File: config.mk
export PLATFORM = sky130hd
export DESIGN_NAME = matrix_term_sequencer_flat
export DESIGN_NICKNAME = d
export VERILOG_FILES = /design/src/rtl/matrix_term_sequencer_pkg.sv /design/src/rtl/matrix_term_sequencer_if.sv /design/src/rtl/matrix_term_sequencer_operand_buffer.sv /design/src/rtl/matrix_term_sequencer.sv /design/src/flat_wrapper.sv
export SDC_FILE = /design/constraint.sdc
export NUM_CORES = 1
export LEC_CHECK = 0
export CAP_MARGIN = 0
export CORE_ASPECT_RATIO = 2
export CORE_MARGIN = 8
export CORE_UTILIZATION = 25
export CTS_CLUSTER_DIAMETER = 30
export DETAILED_ROUTE_END_ITERATION = 16
export GPL_TIMING_DRIVEN = 0
export PLACE_DENSITY = 0.46
export SLEW_MARGIN = 0
export SYNTH_ARGS = -nofsm -noshare
export SYNTH_HDL_FRONTEND = slang
export SYNTH_HIERARCHICAL = 1
export SYNTH_SLANG_ARGS = --single-unit
File: constraint.sdc
create_clock -name clock -period 8 [get_ports clock]
set_input_delay 2 -clock clock [delete_from_list [all_inputs] [get_ports clock]]
set_output_delay 2 -clock clock [all_outputs]
set_load 0.05 [all_outputs]
File: src/rtl/matrix_term_sequencer_pkg.sv
// Shared sizing, state encoding and address helpers for the matrix term sequencer.
package matrix_pkg;

    localparam int ELEM_WIDTH = 8;
    localparam int M_SIZE     = 4;
    localparam int DATA_WIDTH = 2 * ELEM_WIDTH;
    localparam int IDX_WIDTH  = $clog2(M_SIZE);
    localparam int HALF_COUNT = M_SIZE * M_SIZE;
    localparam int LOAD_COUNT = 2 * M_SIZE * M_SIZE;
    localparam int ADDR_WIDTH = $clog2(LOAD_COUNT);

    typedef enum logic [1:0] {
        IDLE    = 2'd0,
        LOAD    = 2'd1,
        COMPUTE = 2'd2,
        DONE    = 2'd3
    } seq_state_t;

    // Slot of A[i][k]; A is stored row-major in the lower half.
    function automatic logic [ADDR_WIDTH-1:0] a_addr(input logic [IDX_WIDTH-1:0] i,
                                                     input logic [IDX_WIDTH-1:0] k);
        return ADDR_WIDTH'(int'(i) * M_SIZE + int'(k));
    endfunction

    // Slot of B[k][j]; B is stored row-major in the upper half.
    function automatic logic [ADDR_WIDTH-1:0] b_addr(input logic [IDX_WIDTH-1:0] k,
                                                     input logic [IDX_WIDTH-1:0] j);
        return ADDR_WIDTH'(HALF_COUNT + int'(k) * M_SIZE + int'(j));
    endfunction

endpackage

File: src/rtl/matrix_term_sequencer_if.sv
// Operand byte stream in, accumulate-unit term stream and job status out.
interface matrix_term_sequencer_if;
    import matrix_pkg::*;

    logic                  start;
    logic [ELEM_WIDTH-1:0] in_data;
    logic                  in_valid;
    logic                  in_ready;
    logic [DATA_WIDTH-1:0] result;
    logic                  acc_enable;
    logic                  acc_clear;
    logic                  term_last;
    logic [IDX_WIDTH-1:0]  row_idx;
    logic [IDX_WIDTH-1:0]  col_idx;
    logic                  busy;
    logic                  done;

    modport master (
        output start, in_data, in_valid,
        input  in_ready, result, acc_enable, acc_clear, term_last,
               row_idx, col_idx, busy, done
    );

    modport slave (
        input  start, in_data, in_valid,
        output in_ready, result, acc_enable, acc_clear, term_last,
               row_idx, col_idx, busy, done
    );

endinterface

File: src/rtl/matrix_term_sequencer_operand_buffer.sv
// Register file holding A (slots 0-15) and B (slots 16-31); one write, two async reads.
module matrix_operand_buffer
    import matrix_pkg::*;
(
    input  logic                  clock,
    input  logic                  we,
    input  logic [ADDR_WIDTH-1:0] waddr,
    input  logic [ELEM_WIDTH-1:0] wdata,
    input  logic [ADDR_WIDTH-1:0] raddr_a,
    input  logic [ADDR_WIDTH-1:0] raddr_b,
    output logic [ELEM_WIDTH-1:0] rdata_a,
    output logic [ELEM_WIDTH-1:0] rdata_b
);

    // Storage is deliberately not reset: every job rewrites all slots before reading.
    logic [ELEM_WIDTH-1:0] mem [LOAD_COUNT];

    // Capture one operand byte per accepted handshake.
    always_ff @(posedge clock) begin
        if (we) mem[waddr] <= wdata;
    end

    assign rdata_a = mem[raddr_a];
    assign rdata_b = mem[raddr_b];

endmodule

File: src/rtl/matrix_term_sequencer.sv
// Loads A and B, then streams clear + four partial products per element of C = A*B.
module matrix_term_sequencer
    import matrix_pkg::*;
(
    input  logic                    clock,
    input  logic                    reset,
    matrix_term_sequencer_if.slave  bus
);

    localparam logic [IDX_WIDTH-1:0]  IDX_MAX  = IDX_WIDTH'(M_SIZE - 1);
    localparam logic [ADDR_WIDTH-1:0] LOAD_MAX = ADDR_WIDTH'(LOAD_COUNT - 1);

    seq_state_t            state, state_n;
    logic [ADDR_WIDTH-1:0] load_cnt, load_cnt_n;
    logic [IDX_WIDTH-1:0]  i_q, j_q, k_q, i_n, j_n, k_n;
    logic                  phase_q, phase_n;   // 0: clear step, 1: term step k

    logic                  in_ready_q;
    logic                  hs;
    logic                  step_clear_n, step_term_n;

    logic [ELEM_WIDTH-1:0] op_a, op_b;
    logic [DATA_WIDTH-1:0] product;

    logic [DATA_WIDTH-1:0] result_q;
    logic                  acc_enable_q, acc_clear_q, term_last_q, busy_q, done_q;
    logic [IDX_WIDTH-1:0]  row_q, col_q;

    // in_ready_q mirrors state==LOAD, so this is the accepted-byte strobe.
    assign hs = in_ready_q & bus.in_valid;

    matrix_operand_buffer u_buf (
        .clock   (clock),
        .we      (hs),
        .waddr   (load_cnt),
        .wdata   (bus.in_data),
        .raddr_a (a_addr(i_n, k_n)),
        .raddr_b (b_addr(k_n, j_n)),
        .rdata_a (op_a),
        .rdata_b (op_b)
    );

    assign product = DATA_WIDTH'(op_a) * DATA_WIDTH'(op_b);

    // State and sequencing counters; counters name the step shown on the outputs.
    always_ff @(posedge clock) begin
        if (reset) begin
            state    <= IDLE;
            load_cnt <= '0;
            i_q      <= '0;
            j_q      <= '0;
            k_q      <= '0;
            phase_q  <= 1'b0;
        end else begin
            state    <= state_n;
            load_cnt <= load_cnt_n;
            i_q      <= i_n;
            j_q      <= j_n;
            k_q      <= k_n;
            phase_q  <= phase_n;
        end
    end

    // Next state and next step: clear, then k=0..3, walking (i,j) row-major.
    always_comb begin
        state_n    = state;
        load_cnt_n = load_cnt;
        i_n        = i_q;
        j_n        = j_q;
        k_n        = k_q;
        phase_n    = phase_q;
        case (state)
            IDLE: begin
                if (bus.start) begin
                    state_n    = LOAD;
                    load_cnt_n = '0;
                end
            end
            LOAD: begin
                if (hs) begin
                    load_cnt_n = load_cnt + ADDR_WIDTH'(1);
                    if (load_cnt == LOAD_MAX) begin
                        state_n = COMPUTE;
                        i_n     = '0;
                        j_n     = '0;
                        k_n     = '0;
                        phase_n = 1'b0;
                    end
                end
            end
            COMPUTE: begin
                if (!phase_q) begin
                    phase_n = 1'b1;
                    k_n     = '0;
                end else if (k_q != IDX_MAX) begin
                    k_n = k_q + IDX_WIDTH'(1);
                end else begin
                    phase_n = 1'b0;
                    k_n     = '0;
                    if (j_q != IDX_MAX) begin
                        j_n = j_q + IDX_WIDTH'(1);
                    end else begin
                        j_n = '0;
                        if (i_q != IDX_MAX) begin
                            i_n = i_q + IDX_WIDTH'(1);
                        end else begin
                            i_n     = '0;
                            state_n = DONE;
                        end
                    end
                end
            end
            DONE: begin
                state_n = IDLE;
            end
            default: state_n = IDLE;
        endcase
    end

    assign step_clear_n = (state_n == COMPUTE) && !phase_n;
    assign step_term_n  = (state_n == COMPUTE) &&  phase_n;

    // Register every output from the decoded next step so they align with the state.
    always_ff @(posedge clock) begin
        if (reset) begin
            result_q     <= '0;
            acc_enable_q <= 1'b0;
            acc_clear_q  <= 1'b0;
            term_last_q  <= 1'b0;
            row_q        <= '0;
            col_q        <= '0;
            busy_q       <= 1'b0;
            done_q       <= 1'b0;
            in_ready_q   <= 1'b0;
        end else begin
            result_q     <= step_term_n ? product : '0;
            acc_enable_q <= step_term_n;
            acc_clear_q  <= step_clear_n;
            term_last_q  <= step_term_n && (k_n == IDX_MAX);
            row_q        <= (state_n == COMPUTE) ? i_n : '0;
            col_q        <= (state_n == COMPUTE) ? j_n : '0;
            busy_q       <= (state_n != IDLE);
            done_q       <= (state_n == DONE);
            in_ready_q   <= (state_n == LOAD);
        end
    end

    assign bus.in_ready   = in_ready_q;
    assign bus.result     = result_q;
    assign bus.acc_enable = acc_enable_q;
    assign bus.acc_clear  = acc_clear_q;
    assign bus.term_last  = term_last_q;
    assign bus.row_idx    = row_q;
    assign bus.col_idx    = col_q;
    assign bus.busy       = busy_q;
    assign bus.done       = done_q;

endmodule

File: src/flat_wrapper.sv
// flat-port wrapper written by rule: the top's interface ports become plain ports
module matrix_term_sequencer_flat import matrix_pkg::*;
  (clock, reset, bus_start, bus_in_data, bus_in_valid, bus_in_ready, bus_result, bus_acc_enable, bus_acc_clear, bus_term_last, bus_row_idx, bus_col_idx, bus_busy, bus_done);
  matrix_term_sequencer_if bus_i ();
  input  logic clock;
  input  logic reset;
  input wire logic [$bits(bus_i.start)-1:0] bus_start;
  input wire logic [$bits(bus_i.in_data)-1:0] bus_in_data;
  input wire logic [$bits(bus_i.in_valid)-1:0] bus_in_valid;
  output wire logic [$bits(bus_i.in_ready)-1:0] bus_in_ready;
  output wire logic [$bits(bus_i.result)-1:0] bus_result;
  output wire logic [$bits(bus_i.acc_enable)-1:0] bus_acc_enable;
  output wire logic [$bits(bus_i.acc_clear)-1:0] bus_acc_clear;
  output wire logic [$bits(bus_i.term_last)-1:0] bus_term_last;
  output wire logic [$bits(bus_i.row_idx)-1:0] bus_row_idx;
  output wire logic [$bits(bus_i.col_idx)-1:0] bus_col_idx;
  output wire logic [$bits(bus_i.busy)-1:0] bus_busy;
  output wire logic [$bits(bus_i.done)-1:0] bus_done;
  assign bus_i.start = bus_start;
  assign bus_i.in_data = bus_in_data;
  assign bus_i.in_valid = bus_in_valid;
  assign bus_in_ready = bus_i.in_ready;
  assign bus_result = bus_i.result;
  assign bus_acc_enable = bus_i.acc_enable;
  assign bus_acc_clear = bus_i.acc_clear;
  assign bus_term_last = bus_i.term_last;
  assign bus_row_idx = bus_i.row_idx;
  assign bus_col_idx = bus_i.col_idx;
  assign bus_busy = bus_i.busy;
  assign bus_done = bus_i.done;
  matrix_term_sequencer u_core (.clock(clock), .reset(reset), .bus(bus_i));
endmodule
# Yosys cells after proc, flatten, opt, wreduce, memory -nomap -nowiden
# Memories as Yosys holds them, arrays and structs flattened.
# Cells that the tools add are included.
[classes] add_sub_neg=7 n_mul=1 eq_ne=13 n_mux=36 bitwise_logic=3 reduce_logical=10
[ops] op="$mux W2" count=22
[ops] op="$mul A8 B8 Y16" count=1
[ops] op="$pmux W2 S2" count=3
[ops] op="$eq A2 B2 Y1 const B" count=5
[ops] op="$mux W5" count=2
[ops] op="$pmux W5 S2" count=1
[ops] op="$ne A2 B2 Y1 const B" count=4
[ops] op="$pmux W2 S4" count=1
[ops] op="$add A2 B1 Y2 const B" count=3
[ops] op="$mux W1" count=6
[ops] op="$add A4 B2 Y5" count=1
[ops] op="$add A5 B1 Y5 const B" count=1
[ops] op="$add A5 B3 Y5" count=1
[ops] op="$add A5 B4 Y5 const A" count=1
[ops] op="$eq A5 B5 Y1 const B" count=1
[ops] op="$eq A2 B1 Y1 const B" count=2
[ops] op="$reduce_bool A2 Y1" count=2
[ops] op="$reduce_or A2 Y1" count=2
[ops] op="$logic_and A1 B1 Y1" count=3
[ops] op="$reduce_and A3 Y1" count=1
[ops] op="$logic_not A2 Y1" count=1
[ops] op="$ne A2 B1 Y1 const B" count=1
[ops] op="$not A1 Y1" count=2
[ops] op="$pmux W1 S2" count=1
[ops] op="2 further kinds" count=2
[totals] regBits=40 ramBits=256 inputBits=12 memories=1
[mem_list] memory="u_core.u_buf.mem" depth=32 word_bits=8 rd=2 rd_clocked_by_memory_dff=0 wr=1 line_no="matrix_term_sequencer_operand_buffer.sv:16" text="logic [ELEM_WIDTH-1:0] mem [LOAD_COUNT];"

# Logic depth before layout (Yosys ltp)
[logic_depth] ltp_word=10 ltp_mapped=28 ltp_nobuf=26

# Cells and area by module
# Netlist, hierarchy kept.
[modules_own_cells] module="matrix_operand_buffer" instances=1 cells_per_inst=516 area_each_um2=11887.7 seq_area_each_um2=7687.4
[modules_own_cells] module="matrix_term_sequencer" instances=1 cells_per_inst=407 area_each_um2=3623.5 seq_area_each_um2=800.8

# Least setup slack after synthesis
# Ideal clock, no wire load.
[synth_path] kind="input to register" start="in bus_in_valid" end="reg u_core.result_q[14] (netlist: u_core/bus.result[14])" t_arrival_ns=7.775 t_required_ns=7.884 slack_ns=0.109 stages=23 cell_sequence="nand3_1 -> nand2_1 -> nand2_1 -> a21oi_1 -> inv_1 -> clkbuf_1 -> buf_1 -> mux4_2 -> mux4_2 -> mux2_2 -> and2_1 -> fa_1 -> fa_1 -> fa_1 -> inv_1 -> fa_1 -> inv_1 -> ha_1 -> a2111oi_0 -> o21ai_0 -> a41oi_1 -> xor2_1 -> nor2_1"
[synth_between] elab_chain_cells=7 elab_cells_between_ends=20
[synth_rtl] element="start, declared" line_no="flat_wrapper.sv:9" text="input wire logic [$bits(bus_i.in_valid)-1:0] bus_in_valid;"
[synth_rtl] element="$and A1 B1 Y1" line_no="matrix_term_sequencer.sv:30" text="assign hs = in_ready_q & bus.in_valid;"
[synth_rtl] element="$mux W2" line_no="matrix_term_sequencer.sv:80" text="if (hs) begin"
[synth_rtl] element="$pmux W2 S2" line_no="matrix_term_sequencer.sv:72" text="case (state)"
[synth_rtl] element="net u_core.k_n[0]" line_no="matrix_term_sequencer.sv:15" text="logic [IDX_WIDTH-1:0] i_q, j_q, k_q, i_n, j_n, k_n;"
[synth_rtl] element="$add A5 B4 Y5" line_no="matrix_term_sequencer_pkg.sv:28" text="return ADDR_WIDTH'(HALF_COUNT + int'(k) * M_SIZE + int'(j));"
[synth_rtl] element="$add A5 B3 Y5" line_no="matrix_term_sequencer_pkg.sv:28"
[synth_rtl] element="$mem_v2 Z32 W8"
[synth_rtl] element="net u_core.op_b[2]" line_no="matrix_term_sequencer.sv:22" text="logic [ELEM_WIDTH-1:0] op_a, op_b;"
[synth_rtl] element="$mul A8 B8 Y16" line_no="matrix_term_sequencer.sv:43" text="assign product = DATA_WIDTH'(op_a) * DATA_WIDTH'(op_b);"
[synth_rtl] element="end signal, assigned" line_no="matrix_term_sequencer.sv:136" text="result_q <= step_term_n ? product : '0;"
[synth_rtl] element="end, declared" line_no="matrix_term_sequencer.sv:25" text="logic [DATA_WIDTH-1:0] result_q;"
# The timed path passes the listed nets, and every way through them passes these cells.
# A chain may end at the register's enable or synchronous reset.

# Worst setup path in the final report
[layout_path] start="in bus_in_valid" end="reg u_core.result_q[14] (netlist: u_core/bus.result[14])"
[layout_between] elab_cells_between_ends=20
[layout_rtl] element="$and A1 B1 Y1" line_no="matrix_term_sequencer.sv:30"
[layout_rtl] element="$mux W2" line_no="matrix_term_sequencer.sv:80"
[layout_rtl] element="$pmux W2 S2" line_no="matrix_term_sequencer.sv:72"
[layout_rtl] element="net u_core.k_n[0]" line_no="matrix_term_sequencer.sv:15"
[layout_rtl] element="$add A4 B2 Y5" line_no="matrix_term_sequencer_pkg.sv:22" text="return ADDR_WIDTH'(int'(i) * M_SIZE + int'(k));"
[layout_rtl] element="$mem_v2 Z32 W8"
[layout_rtl] element="net u_core.op_a[6]" line_no="matrix_term_sequencer.sv:22"
[layout_rtl] element="$mul A8 B8 Y16" line_no="matrix_term_sequencer.sv:43"
# The timed path passes the listed nets, and every way through them passes these cells.

==> run_results.csv <==
group,metric,value,unit
detailed_routing,via_count,8765,
sta,tightest_slew,1.35,ns
synth,synth_top_area_share,49.6,%
status,status,"finished, final reports clean",
sta,whs,0.559,ns
run,maxCapViolCount,0,
detailed_routing,postRouteAntennaNets,0,
global_routing,track_usage,14.0,%
detailed_routing,viasPerCell,4.81,
clock_tree,htree_levels,2,
pwr,leakage,6.04,nW
synth,synth-async-reset-ratio,0,%
detailed_routing,drt-total-wl,49100,um
synth,syn-cell-area,0.0155,mm^2
global_routing,grt-ovfl-total,0,
global_routing,grt_max_degree,33,
hold_path,worstHoldPathType,"register to register",
placement,placed_area,0.0169,mm^2
detailed_routing,remaining_drc_errors,0,
worst_setup_path,criticalPathCategory,"input port to register",
worst_setup_path,worstPathArrival,7.99,ns
sta,fin_crit_sh,94.5,%
pwr,swShare,26.4,%
synth,ys_seq_elements,296,
floorplan,pin_count,38,
pwr,seq_power_share,42.9,%
floorplan,design.die.area,0.0708,mm^2
clock_tree,cts.sinks,296,
synth,yosys.area.top_type,"edfxtp_1",
placement,place_hpwl,37100,um
floorplan,rows,129,
sta,fin_skew,0.0249,ns
pwr,power_frac_clock,44.7,%
clock_tree,clkTransAtPathRegs,0.06,ns
placement,post-place-ws,-2.08,ns
floorplan,core-area,0.0617,mm^2
floorplan,fp.dieH,368,um
sta,fmax,132,MHz
layout,syn2layout_area_growth,19.4,%
floorplan,start_util,25.2,%
synth,yosysWarnings,6,
synth,ys_types,52,
pwr,p_total,3.92,mW
layout,antenna_cells,0,
layout,drive_above_1_share,29.9,%
synth,synth.top_cells.by_area,"edfxtp_1 50%, mux4_2 23%, dfxtp_1 5.2%",
sta,rsz0062_at_grt,"no",
synth,synth_edf_count,256,
layout,nNetsFinal,1097,
synth,synthTopCellsByCount,"256 x edfxtp_1, 160 x mux4_2, 73 x inv_1",
pwr,p_int,2.89,mW
global_routing,grt_pass1_wl,69400,um
clock_tree,cts_buffer_depth,3,
pwr,vdd_ir_drop_max,0.127,mV
clock_tree,clk_latency,0.57,ns
synth,syn-instance-count,923,
detailed_routing,wl_per_cell,26.9,um
synth,avgSynthCellArea,16.8,um^2
sta,period_needed,7.56,ns
synth,synth_fp_nets,1015,
pwr,powerDensity,212,mW/mm^2
synth,yosysMostFrequentCell,"edfxtp_1",
sta,finalHoldViolCount,0,
placement,numPortBuffers,37,
layout,finalInstanceArea,0.0185,mm^2
global_routing,first_global_vias,9799,
sta,timing.final.ws_setup,0.443,ns
detailed_routing,drtIter0Drc,723,
sta,drv_slew,0,
clock_tree,cts_tree,"built",
synth,ys.flop_type,"edfxtp_1",
pwr,p_sw,1.04,mW
clock_tree,hold_buffers,0,
synth,yosysSeqAreaShare,54.7,%
pwr,power_frac_comb,12.4,%
sta,max_slew_margin,9.67,%
worst_setup_path,crit_fanout,10,
sta,setup_viol,0,
worst_setup_path,cp-end-kind,"register",
placement,gp_congestion,0.929,
worst_setup_path,cp.required,8.44,ns
floorplan,die_x,192,um
global_routing,antenna_found_initial,0,
detailed_routing,first_pass_iters,5,
clock_tree,cts_made_buffers,41,
clock_tree,root_buffer,"clkbuf_16",
worst_setup_path,startpoint_type,"input port",
power groups by stage:
| stage | Clock (mW) | Combinational, mW | Sequential, mW |
|---|---|---|---|
| global route | 1.85 | 0.553 | 1.68 |
| CTS | 1.81 | 0.480 | 1.68 |
| detailed placement | 0 | 0.430 | 1.72 |
| finish | 1.76 | 0.485 | 1.68 |
| floorplan | 0 | 0.305 | 1.72 |
| global placement | 0 | 0.426 | 1.72 |
path summary, 6_finish.rpt:
path | startpoint | end | slack [ns] | depth (start not counted)
hold / removal | u_core/load_cnt[1] | u_core/load_cnt[1] | 0.56 | 2
setup / recovery | bus_in_valid | u_core/bus.result[14] | 0.44 | 24
setup reg to reg | u_core/state[1] | u_core/bus.result[15] | 0.90 | 22
hold reg to reg | u_core/load_cnt[1] | u_core/load_cnt[1] | 0.56 | 2
cell families (layout without fill, tap and decap cells):
family                     Yosys count  count (layout)  synth area share [%]
xor gates and xnor gates            11              11                 0.621
buffers and inverters              116             230                  3.29
AOI/OAI and AO/OA                   48              48                  2.16
and+or+nand+nor                    194             194                  6.57
DFF                                296             296                  54.7
muxes                              176             176                  24.4
adders and majority gates           80              80                  8.20
other                                2               2                0.0484
final cells by class:
class	instances	area, um^2
sequential	296	8490
clock inverter	33	292
buffer	41	360
multi-input combinational	511	6680
fill	6068	43100
clock buffer	42	1030
inverter	73	274
tap	786	983
timing repair buffer	41	403
worst max-delay path: stages:
cell and delay [ns]:
dlymetal6s2s_1 0.15, nand3_1 0.09, nand2_2 0.09, nand2_4 0.14, a21oi_4 0.08, inv_2 0.12, buf_8 0.19, buf_12 0.19
mux4_2 0.63, mux4_2 0.50, mux2_4 0.34, and2_1 0.20, fa_1 0.51, fa_1 0.52, fa_1 0.49, inv_1 0.05
fa_1 0.47, inv_1 0.06, ha_4 0.18, a2111oi_4 0.35, o21ai_2 0.16, a41oi_2 0.24, xor2_1 0.16, nor2_1 0.06
registers in the layout, summed over array words and instances (netlist names):
signal	flops
u_core/u_buf/mem	256
u_core/bus.result	16
u_core/load_cnt	5
u_core/bus.col_idx	2
u_core/bus.row_idx	2
u_core/i_q	2
u_core/j_q	2
u_core/k_q	2
u_core/state	2
u_core/bus.acc_clear	1
u_core/bus.acc_enable	1
u_core/bus.busy	1
u_core/bus.done	1
u_core/bus.in_ready	1
u_core/bus.term_last	1
u_core/phase_q	1
cell usage in the layout, fill, tap and decap left out, drive strengths merged, types with 36 or more instances in the layout:
master	instances
inv	83
and2	53
mux4	160
dfxtp	40
edfxtp	256
clkdlybuf4s50	36
nor2	63
buf	37
ha	44
fa	36
clkbuf	50
per-layer routing:
| layer | wire length [um] | vias up | global-route usage (%) |
|---|---|---|---|
| li1 | - | 3771 | - |
| met1 | 14000 | 4651 | 11.5 |
| met2 | 30200 | 242 | 29.5 |
| met3 | 1570 | 101 | 1.57 |
| met4 | 3310 | 0 | 9.09 |
| met5 | 0 | - | 0 |
timing repair:
| action | CTS | global route |
|---|---|---|
| hold endpoints to repair | 0 | 0 |
| gates resized for setup | 95 | 14 |
| setup endpoints to repair | 10 | 6 |
| setup buffers | 2 | 2 |
| pin swaps | 4 | 7 |
stage by stage:
| stage | setup TNS [ns] | std cells | util, % |
|---|---|---|---|
| 6_report | 0 | 1823 | 30.0 |
| 5_1_grt | 0 | 1823 | 30.0 |
| 3_5_place_dp | -16.09 | 1746 | 27.4 |
| 4_1_cts | 0 | 1821 | 29.9 |
| 3_3_place_gp | -15.54 | 1746 | 27.4 |
| 2_1_floorplan | 0 | 923 | - |
No activity file was read; power rests on OpenSTA's default activity.
